==> src/rtl/alu_regfile_pkg.sv <==
// rtl/alu_regfile_pkg.sv - shared widths and ALU function encodings for alu_regfile
package alu_regfile_pkg;

    localparam int WIDTH_WORD_DEF = 8;
    localparam int WIDTH_SEG_DEF  = 4;

    // Encodings match instruction bits 14:12 when bit 15 selects the ALU class.
    typedef enum logic [2:0] {
        FN_ADD = 3'b000,
        FN_SUB = 3'b001,
        FN_AND = 3'b010,
        FN_OR  = 3'b011,
        FN_NOT = 3'b100,
        FN_MV  = 3'b101,
        FN_LT  = 3'b110,
        FN_EQ  = 3'b111
    } alu_fn_e;

endpackage

==> src/rtl/alu_regfile_regs.sv <==
// rtl/alu_regfile_regs.sv - register array with two write ports and two combinational read ports
module alu_regfile_regs
    import alu_regfile_pkg::*;
#(
    parameter int WIDTH_WORD = WIDTH_WORD_DEF,
    parameter int WIDTH_SEG  = WIDTH_SEG_DEF
) (
    input  logic                  clk,
    input  logic                  rst_n,
    input  logic                  we0,
    input  logic [WIDTH_SEG-1:0]  wa0,
    input  logic [WIDTH_WORD-1:0] wd0,
    input  logic                  we1,
    input  logic [WIDTH_SEG-1:0]  wa1,
    input  logic [WIDTH_WORD-1:0] wd1,
    input  logic [WIDTH_SEG-1:0]  ra0,
    output logic [WIDTH_WORD-1:0] rd0,
    input  logic [WIDTH_SEG-1:0]  ra1,
    output logic [WIDTH_WORD-1:0] rd1
);

    localparam int DEPTH = 1 << WIDTH_SEG;

    logic [WIDTH_WORD-1:0] mem [DEPTH];

    // Port 1 is written last so it wins an address collision with port 0.
    always_ff @(posedge clk) begin
        if (!rst_n) begin
            for (int i = 0; i < DEPTH; i++) begin
                mem[i] <= '0;
            end
        end else begin
            if (we0) begin
                mem[wa0] <= wd0;
            end
            if (we1) begin
                mem[wa1] <= wd1;
            end
        end
    end

    assign rd0 = mem[ra0];
    assign rd1 = mem[ra1];

endmodule

==> src/rtl/alu_regfile.sv <==
// rtl/alu_regfile.sv - dual-port register file feeding a combinational ALU
module alu_regfile
    import alu_regfile_pkg::*;
#(
    parameter int WIDTH_WORD = WIDTH_WORD_DEF,
    parameter int WIDTH_SEG  = WIDTH_SEG_DEF
) (
    input  logic                    clk,
    input  logic                    rst_n,
    input  logic                    we0,
    input  logic                    we1,
    input  logic [WIDTH_SEG-1:0]    wa0,
    input  logic [WIDTH_WORD-1:0]   wd0,
    input  logic [WIDTH_SEG-1:0]    wa1,
    input  logic [WIDTH_WORD-1:0]   wd1,
    input  logic [WIDTH_SEG-1:0]    ra0,
    output logic [WIDTH_WORD-1:0]   rd0,
    input  logic [WIDTH_SEG-1:0]    ra1,
    output logic [WIDTH_WORD-1:0]   rd1,
    output logic [2*WIDTH_WORD-1:0] rdd,
    input  logic                    alu_en,
    input  logic [2:0]              alu_fn,
    output logic [WIDTH_WORD-1:0]   y,
    output logic                    carry
);

    logic [WIDTH_WORD:0] sum;

    alu_regfile_regs #(
        .WIDTH_WORD (WIDTH_WORD),
        .WIDTH_SEG  (WIDTH_SEG)
    ) u_regs (
        .clk   (clk),
        .rst_n (rst_n),
        .we0   (we0),
        .wa0   (wa0),
        .wd0   (wd0),
        .we1   (we1),
        .wa1   (wa1),
        .wd1   (wd1),
        .ra0   (ra0),
        .rd0   (rd0),
        .ra1   (ra1),
        .rd1   (rd1)
    );

    assign rdd = {rd1, rd0};
    assign sum = {1'b0, rd0} + {1'b0, rd1};

    // Operand a is always read port 0, b is read port 1.
    always_comb begin
        y     = '0;
        carry = 1'b0;
        if (alu_en) begin
            case (alu_fn_e'(alu_fn))
                FN_ADD: begin
                    y     = sum[WIDTH_WORD-1:0];
                    carry = sum[WIDTH_WORD];
                end
                FN_SUB: begin
                    y     = rd0 - rd1;
                    carry = (rd0 < rd1);
                end
                FN_AND: y = rd0 & rd1;
                FN_OR:  y = rd0 | rd1;
                FN_NOT: y = ~rd0;
                FN_MV:  y = rd0;
                FN_LT:  carry = (rd0 < rd1);
                FN_EQ:  carry = (rd0 == rd1);
                default: begin
                    y     = '0;
                    carry = 1'b0;
                end
            endcase
        end
    end

endmodule

==> config.mk <==
export PLATFORM = sky130hd
export DESIGN_NAME = alu_regfile
export DESIGN_NICKNAME = d
export VERILOG_FILES = /design/src/rtl/alu_regfile_pkg.sv /design/src/rtl/alu_regfile_regs.sv /design/src/rtl/alu_regfile.sv
export SDC_FILE = /design/constraint.sdc
export NUM_CORES = 1
export LEC_CHECK = 0
export CELL_PAD_IN_SITES_DETAIL_PLACEMENT = 1
export CELL_PAD_IN_SITES_GLOBAL_PLACEMENT = 1
export CORE_MARGIN = 8
export CORE_UTILIZATION = 30
export DETAILED_ROUTE_END_ITERATION = 8
export GPL_TIMING_DRIVEN = 1
export MAX_ROUTING_LAYER = met4
export PLACE_DENSITY_LB_ADDON = 0.12
export SLEW_MARGIN = 20
export SYNTH_ARGS = -nofsm -noshare
export SYNTH_HDL_FRONTEND = slang
export SYNTH_HIERARCHICAL = 1
export SYNTH_SLANG_ARGS = --single-unit
==> constraint.sdc <==
create_clock -name clk -period 7.3 [get_ports clk]
set_input_delay 1.825 -clock clk [delete_from_list [all_inputs] [get_ports clk]]
set_output_delay 1.825 -clock clk [all_outputs]
set_load 0.02 [all_outputs]
==> results.ini <==
[status]
status=completed

[critical_path]
crit_buf_inv=3
cpMaxStageDelayCell=clkdlybuf4s50_1
crit_path_max_incr_delay_ns=0.51
crit_required_ns=5.48
cp-end-kind=output pin
critPathLaunchType=input port
worstPathCellList=clkdlybuf4s50_1 > buf_12 > mux4_2 > a22oi_2 > nand2_1 > ha_1 > fa_1 > a21o_1 > a21oi_2 > xnor2_1 > and2_1 > o311a_1 > dlygate4sd2_1
crit_arrival_ns=5.24
cp_top_family=compound AO/OA/AOI/OAI gates
crit_path_max_fanout=14
critPathKind=input port to output pin

[synth]
synthesis.nets=824
avgSynthCellArea_um2=12.52
ys_dominant_reg_cell=edfxtp_1
yosysWarnings=6
yosysTopAreaCell=edfxtp_1
netlist-cell-type-count=68
ys_seq_elements=128
async_reset_ff_frac=0
synth-edff-count=128
netlist_instances=756
syn_area_um2=9463
synth_area_leaders=edfxtp_1 (41%), mux4_2 (15%), a22o_1 (11%)
synth_top_cell_area_share=0.4062
synth-seq-area-share=0.4062

[layout]
fillers=3312
largest_reg_flops=128
top_regs=u_regs/mem (128)
antenna_cells=0
max_flop_register=u_regs/mem
layout.nets=899
area_delta_synth_final_pct=21.51
drive_above_1_share=0.2559

[power_and_ir_drop]
p_total_uw=2430
powerDensity_nw_per_um2=211.3
vdd_ir_drop_max_v=0.0001148
p_leak_uw=0.004139

[placed_design]
pre_cts_ws_ns=-0.2020
gp_congestion=0.8476
numPortBuffers=80
hpwl_um=26850

[sta]
finalMaxSlewViolations=0
fmax_mhz=141.5
finalSetupViolCount=0
finalHoldViolCount=0
tightest_slew_ns=1.110
slew_headroom=0.2543
rsz0062_at_grt=false
fin_crit_sh=0.9683
fin_ws_ns=0.2314
fin_crit_ns=7.069

[cts]
cts_tree=yes
cts-buffers-inserted=17
hold_buffers=0
cts_root_buf=clkbuf_16
cts_sinks=128
clk_pin_slew_ns=0.06
htreeDepth=4
cts_buffer_depth=2

[detailed_routing]
drtPass1Iterations=5
drtAntennaViolNets=0
drtIter0Drc=505
viasPerCell=5.843
routed_wl_um=34750
wire_per_inst_um=27.89
drc=0
dr_total_vias=7280

[global_route]
grt_pass1_vias=7856
grt_max_degree=31
grt_pass1_wl_um=52380
antenna_found_initial=0
track_usage=0.1891
overflow=0

[floorplan]
ios=81
initial_core_util=0.3022
fp.dieH_um=193.6
rows=65
die-area_um2=37480
die_x_um=193.6
core_um2=31310

[hold_path]
min_path_type=input port to flip-flop

[run]
cap_violations=0

cells in the mapped netlist, types with 3 or more instances:
cell      number
a211oi_1       4
a211oi_4      15
a21o_1         4
a21oi_1        9
a22o_1       119
a22oi_1       46
a31o_2         5
a32o_1         3
and2_0         7
and2_1        11
and3_1         7
and4b_1        4
buf_1         17
buf_2         24
buf_4         21
buf_6          3
clkbuf_1      34
edfxtp_1     128
ha_1          26
inv_1         26
mux2i_1        4
mux4_2        64
nand2_1       43
nand2b_1       7
nand3_1        8
nand4_1        3
nor2_1        11
nor2b_1       11
nor3_1         6
o211ai_1       4
o21ai_0       17
o22ai_1        8
o311a_1        3
or2_2          4
xnor2_1        3
xor2_1         8
routing by layer:
layer | GRT usage | share of wire
met3 | 0.02690 | 0.039
met1 | 0.2305 | 0.43
met2 | 0.3204 | 0.50
met5 | - | 0
met4 | 0.06043 | 0.025
cells by family after synthesis:
family / synth area share
buf+inv: 0.06347
fa+ha+maj: 0.03861
simple gates: 0.09441
xor+xnor: 0.01018
compound gates: 0.2306
flops: 0.4062
mux: 0.1566
placed cells by master, fill, tap and decap left out, types with 4 or more instances in the layout:
cell             Yosys  final
a211oi_1             4      4
a211oi_4            15     15
a21o_1               4      4
a21oi_1              9      9
a22o_1             119    119
a22oi_1             46     42
a22oi_2              0      4
a31o_2               5      5
and2_0               7      7
and2_1              11     11
and3_1               7      7
and4b_1              4      4
buf_12               0      5
buf_4               21     70
clkbuf_16            0     17
clkdlybuf4s50_1      0     73
clkinv_4             0      4
edfxtp_1           128    128
ha_1                26     26
inv_1               26     26
inv_6                0      4
mux2i_1              4      4
mux4_2              64     64
nand2_1             43     42
nand2b_1             7      7
nand3_1              8      8
nor2_1              11     10
nor2b_1             11     11
nor3_1               6      5
o211ai_1             4      4
o21ai_0             17     17
o22ai_1              8      8
or2_2                4      4
xor2_1               8      8
worst paths after layout:
kind / from / end / slack [ns] / depth (start not counted)
max: ra0[1] / y[4] / 0.23 / 13
min: wd1[5] / u_regs/mem[1][5] / 2.42 / 4
through the flow:
stage                     TNS, ns  cell area [um2]  cells  hold slack, ns  utilization
after floorplan                 0             9463    756           2.034            -
after global placement    -0.1535            10880   1214           2.816       0.3475
after detailed placement  -0.4108            10880   1214           2.837       0.3475
after CTS                       0            11480   1246           2.392       0.3665
after global routing            0            11500   1246           2.431       0.3672
final                           0            11500   1246           2.417       0.3672
power breakdown:
part,internal [uW],switching (uW)
Clock,506,340
Combinational,310,375
Sequential,860,38.9
Total,1680,754
final cells by class:
cell class / instances / area, um2 / area share
multi-input combinational: 503 / 5052 / 0.4394
sequential: 128 / 3844 / 0.3343
timing repair buffer: 155 / 1418 / 0.1233
tap: 402 / 503.0 / 0.04374
clock buffer: 17 / 425.4 / 0.03700
clock inverter: 15 / 158.9 / 0.01382
inverter: 26 / 97.59 / 0.008488
repair_timing:
action,CTS,global route
gates resized for setup,5,10
setup buffers,0,0
endpoints found under the setup margin,5,5
(Power assumes the default switching activity.)
